## src/rtl/seg7_scan_ndigit.sv

```systemverilog
// -----------------------------------------------------------------------------
// seg7_scan_ndigit
//   Time-multiplexed driver for NDIG common-anode style 7-segment digits.
//   Each digit is driven for SCAN_DIV clocks in turn (digit 0 first). The
//   display inputs are sampled once per frame, at the first slot of digit 0,
//   so a frame never shows a mix of old and new data. Supports per-digit
//   decimal points, per-digit blinking (BLINK_FRAMES frames on / off) and
//   leading-zero blanking.
//
// Ports
//   clk_i          system clock, all state on rising edge
//   reset_i        synchronous active-high reset
//   enable_i       1 = display active, 0 = all digits dark (scan keeps running)
//   value_i        NDIG hex nibbles, digit i = value_i[4*i+3:4*i], digit 0 rightmost
//   dp_in_i        per-digit decimal point request, 1 = lit
//   blink_mask_i   per-digit blink enable
//   blank_lz_i     leading-zero blanking enable
//   seg_o          {g,f,e,d,c,b,a}, active-low, registered
//   dp_o           decimal point, active-low, registered
//   an_o           digit select, active-low, registered
//   frame_tick_o   one-cycle pulse on the cycle after the digit index wraps to 0
// -----------------------------------------------------------------------------
module seg7_scan_ndigit #(
    parameter int NDIG         = 4,
    parameter int SCAN_DIV     = 50000,
    parameter int BLINK_FRAMES = 64
) (
    input  logic              clk_i,
    input  logic              reset_i,
    input  logic              enable_i,
    input  logic [NDIG*4-1:0] value_i,
    input  logic [NDIG-1:0]   dp_in_i,
    input  logic [NDIG-1:0]   blink_mask_i,
    input  logic              blank_lz_i,
    output logic [6:0]        seg_o,
    output logic              dp_o,
    output logic [NDIG-1:0]   an_o,
    output logic              frame_tick_o
);

    localparam int SW = $clog2(SCAN_DIV);
    localparam int DW = (NDIG > 1) ? $clog2(NDIG) : 1;
    localparam int FW = (BLINK_FRAMES > 1) ? $clog2(BLINK_FRAMES) : 1;

    localparam logic [SW-1:0] SCAN_LAST  = SW'(SCAN_DIV - 1);
    localparam logic [DW-1:0] DIG_LAST   = DW'(NDIG - 1);
    localparam logic [FW-1:0] FRAME_LAST = FW'(BLINK_FRAMES - 1);

    localparam logic [6:0] SEG_OFF = 7'b1111111;

    function automatic logic [6:0] hex2seg(input logic [3:0] n);
        case (n)
            4'h0:    hex2seg = 7'b1000000;
            4'h1:    hex2seg = 7'b1111001;
            4'h2:    hex2seg = 7'b0100100;
            4'h3:    hex2seg = 7'b0110000;
            4'h4:    hex2seg = 7'b0011001;
            4'h5:    hex2seg = 7'b0010010;
            4'h6:    hex2seg = 7'b0000010;
            4'h7:    hex2seg = 7'b1111000;
            4'h8:    hex2seg = 7'b0000000;
            4'h9:    hex2seg = 7'b0010000;
            4'hA:    hex2seg = 7'b0001000;
            4'hB:    hex2seg = 7'b0000011;
            4'hC:    hex2seg = 7'b1000110;
            4'hD:    hex2seg = 7'b0100001;
            4'hE:    hex2seg = 7'b0000110;
            default: hex2seg = 7'b0001110;
        endcase
    endfunction

    // Scan / blink state
    logic [SW-1:0]     scan_cnt_q,   scan_cnt_d;
    logic [DW-1:0]     digit_idx_q,  digit_idx_d;
    logic [FW-1:0]     frame_cnt_q,  frame_cnt_d;
    logic              blink_ph_q,   blink_ph_d;

    // Per-frame captured display inputs
    logic [NDIG*4-1:0] value_q,      value_d;
    logic [NDIG-1:0]   dp_q,         dp_d;
    logic [NDIG-1:0]   blink_q,      blink_d;
    logic              blz_q,        blz_d;

    // Output registers
    logic [6:0]        seg_q,        seg_d;
    logic              dp_out_q,     dp_out_d;
    logic [NDIG-1:0]   an_q,         an_d;
    logic              ftick_q,      ftick_d;

    logic              scan_last, digit_last, frame_wrap, capture;
    logic [NDIG-1:0]   lz_blank;
    logic              upper_zero;
    logic [3:0]        cur_nib;
    logic              cur_dp, cur_blank;

    always_comb begin
        scan_last  = (scan_cnt_q == SCAN_LAST);
        digit_last = (digit_idx_q == DIG_LAST);
        frame_wrap = scan_last && digit_last;
        capture    = (scan_cnt_q == '0) && (digit_idx_q == '0);

        scan_cnt_d  = scan_last ? '0 : scan_cnt_q + 1'b1;
        digit_idx_d = digit_idx_q;
        if (scan_last)
            digit_idx_d = digit_last ? '0 : digit_idx_q + 1'b1;

        frame_cnt_d = frame_cnt_q;
        blink_ph_d  = blink_ph_q;
        if (frame_wrap) begin
            if (frame_cnt_q == FRAME_LAST) begin
                frame_cnt_d = '0;
                blink_ph_d  = ~blink_ph_q;
            end else begin
                frame_cnt_d = frame_cnt_q + 1'b1;
            end
        end

        // The slot that captures also displays the freshly captured data, so
        // digit 0 of a new frame never shows the previous frame's nibble.
        value_d = capture ? value_i      : value_q;
        dp_d    = capture ? dp_in_i      : dp_q;
        blink_d = capture ? blink_mask_i : blink_q;
        blz_d   = capture ? blank_lz_i   : blz_q;

        // Walk from the most significant digit down: a digit is a leading
        // zero while every nibble from it upward is zero. Digit 0 is exempt.
        lz_blank   = '0;
        upper_zero = 1'b1;
        for (int i = NDIG - 1; i >= 1; i--) begin
            upper_zero  = upper_zero && (value_d[4*i +: 4] == 4'h0);
            lz_blank[i] = blz_d && upper_zero;
        end

        cur_nib   = '0;
        cur_dp    = 1'b0;
        cur_blank = 1'b0;
        for (int i = 0; i < NDIG; i++) begin
            if (digit_idx_q == DW'(i)) begin
                cur_nib   = value_d[4*i +: 4];
                cur_dp    = dp_d[i];
                cur_blank = lz_blank[i] || (blink_d[i] && blink_ph_q);
            end
        end

        // Blanked digits keep their anode low so brightness stays uniform.
        if (enable_i) begin
            an_d     = ~(NDIG'(1) << digit_idx_q);
            seg_d    = cur_blank ? SEG_OFF : hex2seg(cur_nib);
            dp_out_d = cur_blank ? 1'b1 : ~cur_dp;
        end else begin
            an_d     = '1;
            seg_d    = SEG_OFF;
            dp_out_d = 1'b1;
        end

        ftick_d = frame_wrap;
    end

    always_ff @(posedge clk_i) begin
        if (reset_i) begin
            scan_cnt_q  <= '0;
            digit_idx_q <= '0;
            frame_cnt_q <= '0;
            blink_ph_q  <= 1'b0;
            value_q     <= '0;
            dp_q        <= '0;
            blink_q     <= '0;
            blz_q       <= 1'b0;
            seg_q       <= SEG_OFF;
            dp_out_q    <= 1'b1;
            an_q        <= '1;
            ftick_q     <= 1'b0;
        end else begin
            scan_cnt_q  <= scan_cnt_d;
            digit_idx_q <= digit_idx_d;
            frame_cnt_q <= frame_cnt_d;
            blink_ph_q  <= blink_ph_d;
            value_q     <= value_d;
            dp_q        <= dp_d;
            blink_q     <= blink_d;
            blz_q       <= blz_d;
            seg_q       <= seg_d;
            dp_out_q    <= dp_out_d;
            an_q        <= an_d;
            ftick_q     <= ftick_d;
        end
    end

    assign seg_o        = seg_q;
    assign dp_o         = dp_out_q;
    assign an_o         = an_q;
    assign frame_tick_o = ftick_q;

endmodule
```

## config.mk

```make
export PLATFORM = sky130hd
export DESIGN_NAME = seg7_scan_ndigit
export DESIGN_NICKNAME = d
export VERILOG_FILES = /design/src/rtl/seg7_scan_ndigit.sv
export SDC_FILE = /design/constraint.sdc
export NUM_CORES = 1
export LEC_CHECK = 0
export CAP_MARGIN = 20
export CORE_MARGIN = 8
export CORE_UTILIZATION = 49
export DETAILED_ROUTE_END_ITERATION = 7
export GPL_TIMING_DRIVEN = 0
export PLACE_DENSITY = 0.75
export SYNTH_ARGS = -nofsm -noshare
export SYNTH_HDL_FRONTEND = slang
export SYNTH_SLANG_ARGS = --single-unit
```

## constraint.sdc

```tcl
create_clock -name clk_i -period 3.2 [get_ports clk_i]
set_input_delay 0.64 -clock clk_i [delete_from_list [all_inputs] [get_ports clk_i]]
set_output_delay 0.64 -clock clk_i [all_outputs]
set_load 0.01 [all_outputs]
```

==> results of run 1 <==
[flip-flops by register name, indices dropped and copies added (netlist names), 2 cells and up]
signal       count
value_q         16
digit_idx_q      2
frame_cnt_q      6
blink_q          4
scan_cnt_q      16
an_o             4
dp_q             4
seg_o            7
[repair_timing]
action	in CTS	in global routing
endpoints found under the setup margin	7	6
gates resized for setup	4	6
setup buffers	0	2
pin swaps	0	1
[cells in the mapped netlist, drive strengths merged]
cell type,n,area share [%]
a22oi,2,0.49
mux2i,18,6.3
o21ai,10,1.6
or2,2,0.41
mux2,2,0.73
nor2b,4,0.82
o211ai,3,0.73
and3,3,0.61
nand2b,2,0.41
nor2,46,5.7
and2,4,1.1
a211oi,1,0.24
a211o,1,0.33
nor4b,1,0.29
a21o,1,0.24
nand3,19,3.1
nor4,8,2.2
a2111oi,2,1.8
dfxtp,63,41
a21oi,19,3.1
or3,3,0.61
xor2,10,2.9
a311o,1,0.33
and4b,1,0.33
a221o,4,1.3
clkbuf,9,1.1
o221ai,1,0.86
nor3,11,1.8
a31oi,3,0.61
nand4,5,1.0
buf,6,1.9
o22ai,3,0.61
a21boi,1,0.24
xnor2,8,2.3
and4,1,0.29
nand2,38,4.9
ha,12,4.9
or4,2,0.49
inv,16,2.0
o21a,1,0.24
[metrics by stage]
step / utilization (%) / setup WS (ps) / area, um2 / TNS [ps] / std cells
2_1_floorplan: - / 226 / 3070 / 0 / 347
3_3_place_gp: 57.4 / -302 / 3560 / -1010 / 464
3_5_place_dp: 57.4 / -323 / 3560 / -1300 / 464
4_1_cts: 60.4 / 31.8 / 3750 / 0 / 480
5_1_grt: 60.9 / 27.3 / 3780 / 0 / 481
6_report: 60.9 / 169 / 3780 / 0 / 481
[final cells by class]
class,count,area (um2)
buffer,14,85.1
clock buffer,13,159
clock inverter,3,17.5
fill,549,2420
inverter,16,60.1
multi-input combinational,253,1680
sequential,63,1260
tap,77,96.3
timing repair buffer,42,415
[final timing paths]
kind,startpoint,endpoint,cells after the start
max,digit_idx_q[0],seg_o[0],14
min,scan_cnt_q[0],scan_cnt_q[0],1
max reg2reg,digit_idx_q[0],seg_o[0],14
min reg2reg,scan_cnt_q[0],scan_cnt_q[0],1
[power groups by stage]
| stage | sequential (mW) | combinational (mW) | clock, mW |
|---|---|---|---|
| 3_5_place_dp | 0.867 | 0.356 | 0 |
| 6_report | 0.850 | 0.371 | 0.625 |
| 4_1_cts | 0.849 | 0.360 | 0.632 |
| 5_1_grt | 0.856 | 0.402 | 0.669 |
| 3_3_place_gp | 0.865 | 0.349 | 0 |
| 2_1_floorplan | 0.868 | 0.236 | 0 |
[logic make-up after synthesis]
kind of cell,count (synthesis)
and+or+nand+nor,150
AOI/OAI and AO/OA,53
adders and majority gates,12
xor gates and xnor gates,18
buffers and inverters,31
muxes,20
DFF,63
[layer usage]
layer	vias up	share of wire (%)
met5	-	0
met4	0	2.0
met3	19	6.8
met2	73	50
met1	1231	41
li1	1313	-
[cell usage in the layout (no fill, tap or decap), drive strengths merged, types with 3 or more instances in the layout]
| master | instances |
|---|---|
| a21oi | 19 |
| a221o | 4 |
| a31oi | 3 |
| and2 | 4 |
| and3 | 3 |
| buf | 7 |
| clkbuf | 22 |
| clkdlybuf4s50 | 40 |
| dfxtp | 63 |
| ha | 12 |
| inv | 16 |
| mux2i | 18 |
| nand2 | 38 |
| nand3 | 19 |
| nand4 | 5 |
| nor2 | 46 |
| nor2b | 4 |
| nor3 | 11 |
| nor4 | 8 |
| o211ai | 3 |
| o21ai | 10 |
| o22ai | 3 |
| or3 | 3 |
| xnor2 | 8 |
| xor2 | 10 |
==> metrics.csv, run 1 <==
metric;value;unit
WP buf/inv;4;
CTS Buf Count;9;
Total GRT Usage;17.3;%
DIE AREA;0.00905;mm2
count of hold-fix buffers inserted at cts;0;
GRT busiest layer;met2;
final setup fails;0;
Gate Count Post-Synth;347;
Slew HR;43.2;%
largest net degree at the start of global routing;11;
Worst R2R Setup Slack;170;ps
FF+latch count, synth;63;
Worst Setup Start Kind;register;
routing usage on met1;19.0;%
fin crit share;94.7;%
leakage power;1.47;nW
Ports;41;
Psw;0.515;mW
synthesized-area fraction occupied by adder cells;4.90;%
antenna-violating nets left;0;
Routed wire per std cell;15.6;um
data arrival time of the worst path;3270;ps
WL final;7480;um
Clk pwr share;33.8;%
Worst setup EP type;register;
first-pass GRT wire length;12200;um
Final Skew;13.1;ps
Crit Path Category;reg -> reg;
ant diodes;0;
count of warnings emitted by yosys;0;
post-synthesis sequential area ratio;41.1;%
num rows;29;
Avg Cell Area, Syn;8.84;um2
switch share;27.9;%
maximum root-to-sink buffer count;2;
layout cells sized above 1;11.9;%
simple-gate share of the synthesized area;24.1;%
HP Class;reg -> reg;
RSZ-0062 raised after global routing;no;
status;completed;
FMAX;330;MHz
H-tree depth;3;
final net count;439;
Hold Fails Final Rpt;0;
Synth Area in Compound Gates;12.8;%
met2 GRT Util;29.9;%
Overflow after GRT;0;
number of global-route vias before repair;2639;
Horiz. Die Dim;95.1;um
maximum vdd drop;274;uV
max incr delay on CP;370;ps
sequential power share;46.1;%
post-synthesis mux area share;7.02;%
hold_ws;445;ps
Tot Pwr;1.85;mW
max cap viols;0;
PD cells;488;mW/mm2
core area;0.00620;mm2
Initial Util;49.4;%
GP Congestion;0.834;
Clock Latency Late Sink;340;ps
internal power;1.33;mW
worst-margin pin slew;844;ps
clk slew on worst S/H paths;70;ps
minimum clock period;3030;ps
Detailed Routing Iterations Pass 1;4;
final slew viol count;0;
TritonCTS clock tree;built;
Post-Syn Nets;387;
vias;2636;
WP data required;3430;ps
cell area after synthesis;0.00307;mm2
Yosys cell types;50;
worst-path cell chain;inv_1 -> ha_2 -> nor2b_2 -> and4b_1 -> buf_6 -> nand2_4 -> buf_6 -> mux2i_1 -> a22oi_1 -> o21a_2 -> inv_1 -> ha_2 -> or3_1 -> a21o_1;
initial antenna violation count;0;
met3 usage;4.33;%
die height;95.1;um
largest family of logic cells by synthesized area;simple AND/OR/NAND/NOR gates;
Max stage delay cell, worst path;or3_1;
routed vias/inst;5.48;
DP HPWL;5390;um
Remaining DRCs;0;
Crit Path Max Fanout;10;
CTS sink count;63;
XOR/XNOR share of the synthesized area;5.14;%
area grow syn2layout;23.3;%
CTS root buf;clkbuf_8;
port bufs;40;
Gate power share;20.1;%
DRT iter0 DRCs;134;
Top delay family on crit path;simple AND/OR/NAND/NOR gates;
(Power assumes the default switching activity.)
==> run 2, diff against run 1 <==
--- a/config.mk
+++ b/config.mk
@@ -5,7 +5,6 @@
 export SDC_FILE = /design/constraint.sdc
 export NUM_CORES = 1
 export LEC_CHECK = 0
-export CAP_MARGIN = 20
 export CORE_MARGIN = 8
 export CORE_UTILIZATION = 49
 export DETAILED_ROUTE_END_ITERATION = 7
==> results of run 2 <==
The final DEF is identical to that of run 1; final timing and power are the same.
